[config.mk]
export PLATFORM = sky130hd
export DESIGN_NAME = apb_arbiter
export DESIGN_NICKNAME = d
export VERILOG_FILES = /design/src/rtl/apb_arbiter_pkg.sv /design/src/rtl/apb_arbiter_rr_priority_pick.sv /design/src/rtl/apb_arbiter.sv
export SDC_FILE = /design/constraint.sdc
export NUM_CORES = 1
export LEC_CHECK = 0
export ABC_AREA = 1
export CAP_MARGIN = 0
export CORE_AREA = 2 2 102 104
export DETAILED_ROUTE_END_ITERATION = 7
export DIE_AREA = 0 0 104 106
export GPL_TIMING_DRIVEN = 1
export PLACE_DENSITY = 0.77
export REMOVE_ABC_BUFFERS = 1
export SYNTH_ARGS = -nofsm -noshare
export SYNTH_HDL_FRONTEND = slang
export SYNTH_SLANG_ARGS = --single-unit
[constraint.sdc]
create_clock -name clk -period 2.2 [get_ports clk]
set_input_delay 0.66 -clock clk [delete_from_list [all_inputs] [get_ports clk]]
set_output_delay 0.66 -clock clk [all_outputs]
set_load 0.1 [all_outputs]
[src/rtl/apb_arbiter_pkg.sv]
// Shared types and helpers for the APB requester arbiter and its round-robin picker.
package apb_arbiter_pkg;

    typedef enum logic [1:0] {
        IDLE   = 2'd0,
        SETUP  = 2'd1,
        ACCESS = 2'd2
    } apb_state_e;

    // Width of an index into n items, never narrower than one bit.
    function automatic int unsigned idx_width(input int unsigned n);
        return (n > 1) ? $clog2(n) : 1;
    endfunction

endpackage

[src/rtl/apb_arbiter_rr_priority_pick.sv]
// Combinational round-robin picker: first set request after 'last', wrapping modulo N.
module rr_priority_pick
    import apb_arbiter_pkg::*;
#(
    parameter int unsigned N  = 2,
    parameter int unsigned LW = idx_width(N)
) (
    input  logic [N-1:0]  req,
    input  logic [LW-1:0] last,
    output logic [N-1:0]  gnt_onehot,
    output logic [LW-1:0] gnt_idx,
    output logic          any
);

    int unsigned idx;

    always_comb begin
        gnt_onehot = '0;
        gnt_idx    = '0;
        any        = 1'b0;
        idx        = 0;
        for (int unsigned k = 1; k <= N; k++) begin
            idx = (32'(last) + k) % N;
            if (!any && (|(req & (N'(1) << idx)))) begin
                any        = 1'b1;
                gnt_idx    = LW'(idx);
                gnt_onehot = N'(1) << idx;
            end
        end
    end

endmodule

[src/rtl/apb_arbiter.sv]
// Shares one downstream APB port among N_MASTERS requesters with round-robin grant;
// the winner's request is latched and replayed as a fresh SETUP/ACCESS downstream.
module apb_arbiter
    import apb_arbiter_pkg::*;
#(
    parameter int unsigned W_ADDR    = 16,
    parameter int unsigned W_DATA    = 32,
    parameter int unsigned N_MASTERS = 2
) (
    input  logic                          clk,
    input  logic                          rst_n,
    input  logic [N_MASTERS*W_ADDR-1:0]   apbs_paddr,
    input  logic [N_MASTERS-1:0]          apbs_psel,
    input  logic [N_MASTERS-1:0]          apbs_penable,
    input  logic [N_MASTERS-1:0]          apbs_pwrite,
    input  logic [N_MASTERS*W_DATA-1:0]   apbs_pwdata,
    output logic [N_MASTERS-1:0]          apbs_pready,
    output logic [N_MASTERS*W_DATA-1:0]   apbs_prdata,
    output logic [N_MASTERS-1:0]          apbs_pslverr,
    output logic [W_ADDR-1:0]             apbm_paddr,
    output logic                          apbm_psel,
    output logic                          apbm_penable,
    output logic                          apbm_pwrite,
    output logic [W_DATA-1:0]             apbm_pwdata,
    input  logic                          apbm_pready,
    input  logic [W_DATA-1:0]             apbm_prdata,
    input  logic                          apbm_pslverr,
    output logic [N_MASTERS-1:0]          grant
);

    localparam int unsigned LW = idx_width(N_MASTERS);

    apb_state_e              state_q;
    logic [LW-1:0]           last_q;
    logic [N_MASTERS-1:0]    grant_q;
    logic [W_ADDR-1:0]       paddr_q;
    logic [W_DATA-1:0]       pwdata_q;
    logic                    psel_q;
    logic                    penable_q;
    logic                    pwrite_q;

    logic [N_MASTERS-1:0]    pick_onehot;
    logic [LW-1:0]           pick_idx;
    logic                    pick_any;
    logic                    win_write;
    logic [W_ADDR-1:0]       win_addr;
    logic [W_DATA-1:0]       win_wdata;
    logic                    xfer_done;
    logic                    unused_penable;

    // Requester enables carry no arbitration meaning here.
    assign unused_penable = ^apbs_penable;

    rr_priority_pick #(
        .N  (N_MASTERS),
        .LW (LW)
    ) u_pick (
        .req        (apbs_psel),
        .last       (last_q),
        .gnt_onehot (pick_onehot),
        .gnt_idx    (pick_idx),
        .any        (pick_any)
    );

    // One-hot AND-OR steering of the winner's request; constant indices only.
    logic [W_ADDR-1:0] addr_acc  [N_MASTERS+1];
    logic [W_DATA-1:0] wdata_acc [N_MASTERS+1];

    assign addr_acc[0]  = '0;
    assign wdata_acc[0] = '0;
    for (genvar g = 0; g < N_MASTERS; g++) begin : g_steer
        assign addr_acc[g+1]  = addr_acc[g] |
                                (apbs_paddr[g*W_ADDR +: W_ADDR] & {W_ADDR{pick_onehot[g]}});
        assign wdata_acc[g+1] = wdata_acc[g] |
                                (apbs_pwdata[g*W_DATA +: W_DATA] & {W_DATA{pick_onehot[g]}});
    end
    assign win_addr  = addr_acc[N_MASTERS];
    assign win_wdata = wdata_acc[N_MASTERS];
    assign win_write = |(apbs_pwrite & pick_onehot);

    always_ff @(posedge clk or negedge rst_n) begin
        if (!rst_n) begin
            state_q   <= IDLE;
            last_q    <= LW'(N_MASTERS - 1);
            grant_q   <= '0;
            paddr_q   <= '0;
            pwdata_q  <= '0;
            psel_q    <= 1'b0;
            penable_q <= 1'b0;
            pwrite_q  <= 1'b0;
        end else begin
            case (state_q)
                IDLE: begin
                    if (pick_any) begin
                        state_q   <= SETUP;
                        paddr_q   <= win_addr;
                        pwdata_q  <= win_wdata;
                        pwrite_q  <= win_write;
                        grant_q   <= pick_onehot;
                        last_q    <= pick_idx;
                        psel_q    <= 1'b1;
                        penable_q <= 1'b0;
                    end
                end
                SETUP: begin
                    state_q   <= ACCESS;
                    penable_q <= 1'b1;
                end
                ACCESS: begin
                    if (apbm_pready) begin
                        state_q   <= IDLE;
                        psel_q    <= 1'b0;
                        penable_q <= 1'b0;
                        grant_q   <= '0;
                    end
                end
                default: begin
                    state_q   <= IDLE;
                    psel_q    <= 1'b0;
                    penable_q <= 1'b0;
                    grant_q   <= '0;
                end
            endcase
        end
    end

    assign xfer_done    = (state_q == ACCESS) && apbm_pready;
    assign apbs_pready  = grant_q & {N_MASTERS{xfer_done}};
    assign apbs_pslverr = grant_q & {N_MASTERS{xfer_done & apbm_pslverr}};
    assign apbs_prdata  = {N_MASTERS{apbm_prdata}};

    assign apbm_paddr   = paddr_q;
    assign apbm_psel    = psel_q;
    assign apbm_penable = penable_q;
    assign apbm_pwrite  = pwrite_q;
    assign apbm_pwdata  = pwdata_q;
    assign grant        = grant_q;

endmodule

==> results of run 1 <==
## metrics by stage
step           instance area [um^2]  hold slack (ps)   util
2_1_floorplan                  2510              364      -
3_3_place_gp                   4420              458  0.442
3_5_place_dp                   4420              465  0.442
4_1_cts                        4510              264  0.451
5_1_grt                        4510              270  0.451
6_report                       4510              260  0.451
## state kept, by name, summed over array words and instances, names as in the netlist
signal,cells
apbm_pwdata,32
apbm_paddr,16
grant,2
state_q,2
apbm_psel,1
apbm_pwrite,1
last_q,1
## Yosys cell counts, types with 2 or more instances
cell type,count
nand4_1,50
dfrtp_1,54
clkbuf_1,4
inv_1,6
buf_4,66
nand3_1,102
buf_2,19
buf_1,2
buf_6,5
nand2_1,55
nor2_1,5
## routing by layer
metal / GRT usage / vias to the layer above / part of all wire
met4: 0.0492 / 4 / 0.014
met5: 0.129 / - / 0.014
met2: 0.337 / 248 / 0.44
met1: 0.230 / 1455 / 0.37
met3: 0.160 / 14 / 0.16
li1: - / 1404 / -
## cells by family after synthesis
family / after synthesis / synth area share
and+or+nand+nor: 214 / 0.335
buffers and inverters: 103 / 0.219
DFF: 55 / 0.433
AOI/OAI and AO/OA: 4 / 0.0134
## report_power, final
| group | internal [uW] | total (uW) | switching [uW] |
|---|---|---|---|
| Sequential | 1510 | 1860 | 352 |
| Clock | 224 | 555 | 332 |
| Combinational | 1520 | 6340 | 4820 |
## cell type report
| cell class | instances | area [um^2] | area share |
|---|---|---|---|
| Inverter | 7 | 26.3 | 0.00583 |
| Sequential cell | 55 | 1380 | 0.306 |
| Clock buffer | 6 | 72.6 | 0.0161 |
| Multi-Input combinational cell | 218 | 1120 | 0.248 |
| Timing Repair Buffer | 173 | 1730 | 0.384 |
| Tap cell | 136 | 170 | 0.0378 |
| Clock inverter | 2 | 12.5 | 0.00278 |
## critical path, stage by stage
cell           delay, ps
dlygate4sd2_1        240
nand4_1              140
nor2_2               200
buf_12               190
## how the worst max path moves through the flow
stage,start,end,cells after the start
final,apbm_pready,apbs_pslverr[1],4
after global placement,apbm_pready,apbs_pslverr[1],4
after floorplan,state_q[1],apbs_pslverr[0],2
after CTS,apbm_pslverr,apbs_pslverr[1],4
after detailed placement,apbm_pready,apbs_pslverr[1],4
after global routing,state_q[1],apbs_pslverr[1],3
==> reports/results.tsv, run 1 <==
metric	value	unit
status	complete, no violations	
total_power	8760	uW
portBuffers	160	
synth_cell_types	19	
reg2reg_depth	6	
maxCapViolations	0	
dr_total_vias	3125	
numCtsBuffers	5	
netlist.area_leader.share	0.425	
syn_inst	376	
crit_type	input port to primary output	
hpwlAfterDp	9760	um
cts_sinks	55	
area_growth	41.6	%
synth_top_cell_by_area	dfrtp_1	
grt_usage	0.217	
grt.overflow.total	0	
setup_ws	102	ps
drt_wl_total	12400	um
remaining_drc_errors	0	
timing.final.crit_share	0.954	
grt_max_degree	47	
r2r_start	state_q[1]	
grt_pass1_wl	18200	um
synth_ff_type	dfrtp_1	
final_common_cell	nand3_1	
ctsHoldBuffers	0	
maxSlewHeadroom	0.684	
start_kind	input port	
via_per_inst	5.23	
power.static_leakage	0.00201	uW
place_ws	-171	ps
cp_data_arrival_time	1440	ps
path_clk_slew	100	ps
slew_violations	0	
fp-row-count	37	
core	10000	um^2
skew	6.57	ps
worstMarginPinSlew	469	ps
num_antenna_cells	0	
dieArea	11000	um^2
hold_viol	0	
antenna_found_initial	0	
worst-endpoint-required	1540	ps
drtPass1Iterations	4	
grt_pass1_vias	2943	
fillCellCount	968	
boundaryPins	259	
crit_fanout	3	
gp_routability_congestion	0.827	
cts_tree	built	
clock_path_buffers	2	
die_height	106	um
hold_class	input port to asynchronous set/reset pin	
drt-initial-drc-count	161	
mostFrequentLayoutCells	nand3_1 (102), clkdlybuf4s50_1 (99), buf_4 (55)	
ys_ff_latch	55	
postSynthAreaPerCell	8.46	um^2
die_w	104	um
synth_edf_count	0	
setup_violations	0	
end_kind	primary output	
drive_gt1_frac	0.189	
fin_crit	2100	ps
synth_warnings	0	
fin_cells	597	
r2r_end	apbm_pwdata[6]	
synth_seq_area_share	0.433	
postSynth.asyncResetShare	1.00	
antenna_left	0	
tns	0	ps
ys_top_cells_by_area	dfrtp_1 (42%), nand3_1 (16%), buf_4 (16%)	
placed_cells	589	
synth_area	3180	um^2
rrSetupSlack	620	ps
max_freq	477	MHz
cts-htree-levels	2	
insertion_delay	300	ps
ir_drop	0.00117	V
cts.repair.resized	4	
power_density	1940	nW/um^2
routedWlPerCell	20.8	um
nets	598	
rsz0062_at_grt	false	
root_buffer	clkbuf_8	
cts_setup_buffers	0	
initial_utilization	0.318	
Power figures use the tool's default switching activity.
==> run 2: changes to the inputs <==
--- a/config.mk
+++ b/config.mk
@@ -6,12 +6,13 @@
 export NUM_CORES = 1
 export LEC_CHECK = 0
 export ABC_AREA = 1
+export ABC_CLOCK_PERIOD_IN_PS = 2200
 export CAP_MARGIN = 0
 export CORE_AREA = 2 2 102 104
 export DETAILED_ROUTE_END_ITERATION = 7
 export DIE_AREA = 0 0 104 106
 export GPL_TIMING_DRIVEN = 1
-export PLACE_DENSITY = 0.77
+export PLACE_DENSITY = 0.79
 export REMOVE_ABC_BUFFERS = 1
 export SYNTH_ARGS = -nofsm -noshare
 export SYNTH_HDL_FRONTEND = slang
==> run 2 against run 1 <==
Effect of this change: via count is 0.32% lower; final area is 2.8% higher; first-iteration DRC count is 76% higher; clock-buffer cell count stayed put; non-clock buffer count is 2 higher; sequential power hardly changed; routed wire length is 0.39% lower; critical path type unchanged; die area stayed put; utilization is 1.3 points higher; largest power group unchanged.
==> reports/results.tsv, run 2 (same netlist as run 1, synthesis figures left out) <==
metric	value	unit	change
status	complete, no violations		
pwr-share-seq	0.206		-0.007
hold_viol	0		unchanged
area_growth	45.6	%	
root_buffer	clkbuf_8		
end_kind	primary output		
initial_utilization	0.318		unchanged
dr_total_vias	3115		-0.32%
clock_path_buffers	2		unchanged
reg2reg_depth	4		-2
portBuffers	160		unchanged
combPwrFrac	0.709		-0.015
fp-row-count	37		unchanged
dieArea	11000	um^2	unchanged
max_freq	479	MHz	+0.52%
final_common_cell	nand3_1		
netSwitchingPower	5540	uW	+0.65%
antenna_found_initial	0		unchanged
routedWlPerCell	20.6	um	-0.72%
nets	600		+0.33%
setup_violations	0		unchanged
power_frac_clock	0.085		+0.022
core	10000	um^2	unchanged
worst-endpoint-required	1540	ps	about the same
remaining_drc_errors	0		unchanged
cp_data_arrival_time	1430	ps	about the same
gp_routability_congestion	0.831		+0.57%
holdWs	313	ps	+53.1 ps
grt_max_degree	37		-21%
fin_crit	2090	ps	-10.9 ps
grt.overflow.total	0		unchanged
die_height	106	um	unchanged
mostFrequentLayoutCells	nand3_1 (102), clkdlybuf4s50_1 (99), nand2_1 (54), dfrtp_1 (54), buf_4 (52)		
hold_class	input port to asynchronous set/reset pin		
cts_setup_buffers	0		unchanged
drtPass1Iterations	5		+1
rrSetupSlack	430	ps	-190 ps
cts_sinks	55		unchanged
maxCapViolations	0		unchanged
power.static_leakage	0.00207	uW	+2.8%
rsz0062_at_grt	false		
insertion_delay	300	ps	about the same
num_antenna_cells	0		unchanged
die_w	104	um	unchanged
r2r_end	apbm_pwdata[8]		
start_kind	input port		
maxSlewHeadroom	0.598		-0.0855
power_density	1970	nW/um^2	+1.5%
worstMarginPinSlew	601	ps	+132 ps
slew_violations	0		unchanged
crit_fanout	3		unchanged
timing.final.crit_share	0.949		-0.00497
cts_tree	built		
cts-htree-levels	2		unchanged
crit_type	input port to primary output		
final_area	4630	um^2	+2.8%
skew	6.18	ps	-0.388 ps
total_power	9140	uW	+4.3%
largest_reg_flops	32		unchanged
antenna_left	0		unchanged
drt-initial-drc-count	284		+76%
grt_usage	0.215		-0.00260
via_per_inst	5.20		-0.65%
placed_cell_area	4500	um^2	+1.8%
swShare	0.606		-0.0221
grt_pass1_wl	18100	um	-0.45%
hpwlAfterDp	9810	um	+0.57%
fillCellCount	975		+0.72%
p_int	3600	uW	+11%
r2r_start	state_q[1]		
numCtsBuffers	5		unchanged
grt_pass1_vias	2957		+0.48%
boundaryPins	259		unchanged
path_clk_slew	100	ps	about the same
drt_wl_total	12400	um	-0.39%
drive_gt1_frac	0.192		+0.00350
ir_drop	0.000962	V	-18%
==> run 2: cell count changes in the layout (fill, tap and decap cells not counted), sizes merged <==
cell,change
buf,+2
bufinv,+2
clkinv,-1
clkinvlp,-1
==> run 2: stage by stage <==
step / TNS, ps / utilization / setup WS, ps / std cells
6_report: 0 / 0.463 / 113 / 599
5_1_grt: 0 / 0.463 / 82.5 / 599
4_1_cts: 0 / 0.463 / 118 / 599
2_1_floorplan: -47320 / - / -964 / 280
3_3_place_gp: -474 / 0.450 / -134 / 591
3_5_place_dp: -575 / 0.450 / -164 / 591
==> run 2: layer usage <==
metal	up-vias	global-route usage	wire length (um)
met5	-	0.100	147
met4	4	0.0531	194
met3	15	0.143	1820
met2	248	0.329	5550
met1	1438	0.240	4660
li1	1410	-	-
==> run 2: repair_timing <==
item / in CTS / in global routing
endpoints found under the hold margin: 0 / 0
hold buffers: 0 / 0
setup endpoints to repair: 4 / 0
resized for setup: 4 / 0
==> run 2: worst max path at each step <==
stage / startpoint / to / slack, ps / depth (start not counted)
2_1_floorplan: state_q[1] / apbs_pslverr[0] / -960 / 2
3_3_place_gp: apbm_pready / apbs_pslverr[1] / -130 / 4
3_5_place_dp: apbm_pready / apbs_pslverr[0] / -160 / 4
4_1_cts: apbm_pready / apbs_pslverr[0] / 120 / 4
5_1_grt: state_q[1] / apbs_pslverr[0] / 80 / 3
6_report: apbm_pready / apbs_pslverr[0] / 110 / 4
==> run 2: critical path, stage by stage <==
cell           delay, ps
dlygate4sd2_1        230
nand4_1              150
nor2_2               190
buf_12               190
==> run 2: power by group through the flow <==
stage / sequential, uW / clock (uW) / combinational, uW
after floorplan: 5150 / 0 / 1200
after global placement: 1880 / 0 / 6400
after detailed placement: 1890 / 0 / 6490
after CTS: 1880 / 810 / 6510
after global routing: 1940 / 851 / 6720
final: 1880 / 778 / 6480
==> run 2: final cells by class <==
cell class / count / area [um^2] / share of cell area
well taps: 136 / 170 / 0.0367
flip-flops and latches: 55 / 1380 / 0.297
clock buffers: 6 / 72.6 / 0.0157
inverters: 7 / 26.3 / 0.00567
clock inverters: 2 / 60.1 / 0.0130
repair buffers: 175 / 1810 / 0.391
multi-input cells: 218 / 1120 / 0.241
==> run 3: changes to the inputs <==
--- a/config.mk
+++ b/config.mk
@@ -6,13 +6,12 @@
 export NUM_CORES = 1
 export LEC_CHECK = 0
 export ABC_AREA = 1
-export ABC_CLOCK_PERIOD_IN_PS = 2200
+export ABC_CLOCK_PERIOD_IN_PS = 1800
 export CAP_MARGIN = 0
-export CORE_AREA = 2 2 102 104
+export CORE_UTILIZATION = 30
 export DETAILED_ROUTE_END_ITERATION = 7
-export DIE_AREA = 0 0 104 106
 export GPL_TIMING_DRIVEN = 1
-export PLACE_DENSITY = 0.79
+export PLACE_DENSITY = 0.78
 export REMOVE_ABC_BUFFERS = 1
 export SYNTH_ARGS = -nofsm -noshare
 export SYNTH_HDL_FRONTEND = slang
==> constraint.sdc (replaced) <==
create_clock -name clk -period 1.8 [get_ports clk]
set_input_delay 0.54 -clock clk [delete_from_list [all_inputs] [get_ports clk]]
set_output_delay 0.54 -clock clk [all_outputs]
set_load 0.1 [all_outputs]
==> run 3 against run 2 <==
Effect of this change: the run now ends with negative setup slack left; worst setup slack got worse by 150 ps; worst hold slack got worse by 110 ps; routed wire length decreased by 2.5%; combinational power up 42%; critical path type unchanged.
==> reports/results.tsv, run 3 (same netlist as run 1, synthesis figures left out) <==
metric	value	unit	change
clock_path_buffers	2		unchanged
cp_data_arrival_time	1300	ps	-130 ps
ir_drop	0.00108	V	+13%
status	finished with violations		
mostFrequentLayoutCells	nand3_1 (102), clkdlybuf4s50_1 (99), buf_12 (66)		
worst-endpoint-required	1260	ps	-280 ps
drt_wl_total	12100	um	-2.5%
fillCellCount	912		-6.5%
fin_crit	1840	ps	
final_common_cell	nand3_1		
fin_cells	601		+0.33%
initial_utilization	0.308		-0.00999
dr_total_vias	3208		+3.0%
hold_viol	0		unchanged
multi_input_area	1120	um^2	+0.45%
setup_violations	4		+4
die_w	105	um	+0.95%
final_core_util	0.503		+0.0401
via_per_inst	5.34		+2.6%
cts-htree-levels	2		unchanged
slowest_stage	dlygate4sd2_1		
drtPass1Iterations	4		-1
skew	5.81	ps	-0.378 ps
maxCapViolations	0		unchanged
grt_usage	0.214		-0.000955
root_buffer	clkbuf_8		
fp-row-count	37		unchanged
die_height	105	um	-0.96%
drive_gt1_frac	0.204		+0.0121
start_kind	input port		
num_antenna_cells	0		unchanged
grt_max_degree	56		+51%
placed_cells	590		-0.17%
seqCellArea	1380	um^2	about the same
violations	negative setup slack		
grt_pass1_wl	18000	um	-0.65%
setup_ws	-39.8	ps	-153 ps
cts_tree	built		
crit_fanout	3		unchanged
path_clk_slew	100	ps	about the same
area_growth	63.3	%	
antenna_found_initial	0		unchanged
power_density	2400	nW/um^2	+22%
worst_path_largest_cell_delay	240	ps	about the same
routedWlPerCell	20.1	um	-2.8%
tns	-108	ps	-108 ps
placed_cell_area	5060	um^2	+13%
power.static_leakage	0.00225	uW	+8.8%
hold_class	input port to asynchronous set/reset pin		
timing.final.crit_share	1.02		
drt-initial-drc-count	286		+0.70%
dieArea	11000	um^2	about the same
antenna_left	0		unchanged
final_area	5200	um^2	+12%
max_freq	544	MHz	
insertion_delay	310	ps	about the same
crit_type	input port to primary output		
slew_violations	0		unchanged
maxSlewHeadroom	0.785		+0.187
grt.overflow.total	0		unchanged
cts_sinks	55		unchanged
nets	602		+0.33%
worstMarginPinSlew	322	ps	-279 ps
portBuffers	160		unchanged
end_kind	primary output		
core	10300	um^2	+3.2%
numCtsBuffers	5		unchanged
rsz0062_at_grt	true		
cp_cell_sequence	dlygate4sd2_1 -> nand4_1 -> nor2_2 -> buf_12		
gp_routability_congestion	0.855		+2.9%
remaining_drc_errors	0		unchanged
grt_pass1_vias	3114		+5.3%
largest_reg_flops	32		unchanged
hpwlAfterDp	9090	um	-7.4%
boundaryPins	259		unchanged
-- run 3: cell types whose count changed in the layout (fill, tap and decap cells not counted) --
| cell | previous run | this run |
|---|---|---|
| nor2_1 | 3 | 1 |
| buf_4 | 52 | 8 |
| inv_2 | 1 | 2 |
| dfrtp_2 | 0 | 1 |
| bufinv_16 | 2 | 0 |
| buf_12 | 20 | 66 |
| nor2_2 | 2 | 4 |
| inv_1 | 6 | 5 |
| clkbuf_8 | 5 | 7 |
| dfrtp_1 | 54 | 53 |
-- run 3: path summary, 6_finish.rpt --
path                              from               to  slack [ps]  depth (start not counted)
hold reg to reg              apbm_psel        apbm_psel         550                          2
max in group asynchronous        rst_n           last_q        1280                          2
setup / recovery           apbm_pready  apbs_pslverr[0]         -40                          4
min in group clk             apbm_psel        apbm_psel         550                          2
hold / removal                   rst_n    apbm_paddr[8]         210                          2
setup reg to reg            state_q[1]   apbm_pwdata[2]         400                          6
-- run 3: through the flow --
stage	hold slack, ps	total power [uW]	setup slack [ps]
finish	207	12500	-39.8
global route	224	13000	-107
CTS	215	12500	-55.2
detailed placement	520	11700	-336
global placement	523	11600	-293
floorplan	244	7760	-1240
-- run 3: layout make-up --
cell class,instances,area share
multi-input combinational,218,0.216
sequential,55,0.265
timing repair buffer,177,0.462
tap,136,0.0327
inverter,7,0.00506
clock buffer,8,0.0193
-- run 3: critical path: cells and delay by family --
family	cells	cell delay [ps]
buffers and inverters	2	430
and+or+nand+nor	2	330
-- run 3: timing repair --
action,CTS,global route
hold buffers,0,0
pin swaps,3,2
buffers inserted,3,0
resized for setup,7,1
endpoints found under the setup margin,4,4
hold endpoints to repair,0,0
-- run 3: power by group --
group          switching (uW)  internal, uW  total, uW
Combinational            5980          3220       9200
Sequential                671          1850       2520
Clock                     412           353        764
Total                    7060          5430      12500
-- run 3: layer usage --
metal	wire (um)	GRT usage	vias to the layer above	part of all wire
li1	-	-	1413	-
met5	71	0.0905	-	0.0059
met3	1940	0.147	14	0.16
met1	4840	0.256	1519	0.40
met2	5050	0.305	260	0.42
met4	155	0.0473	2	0.013
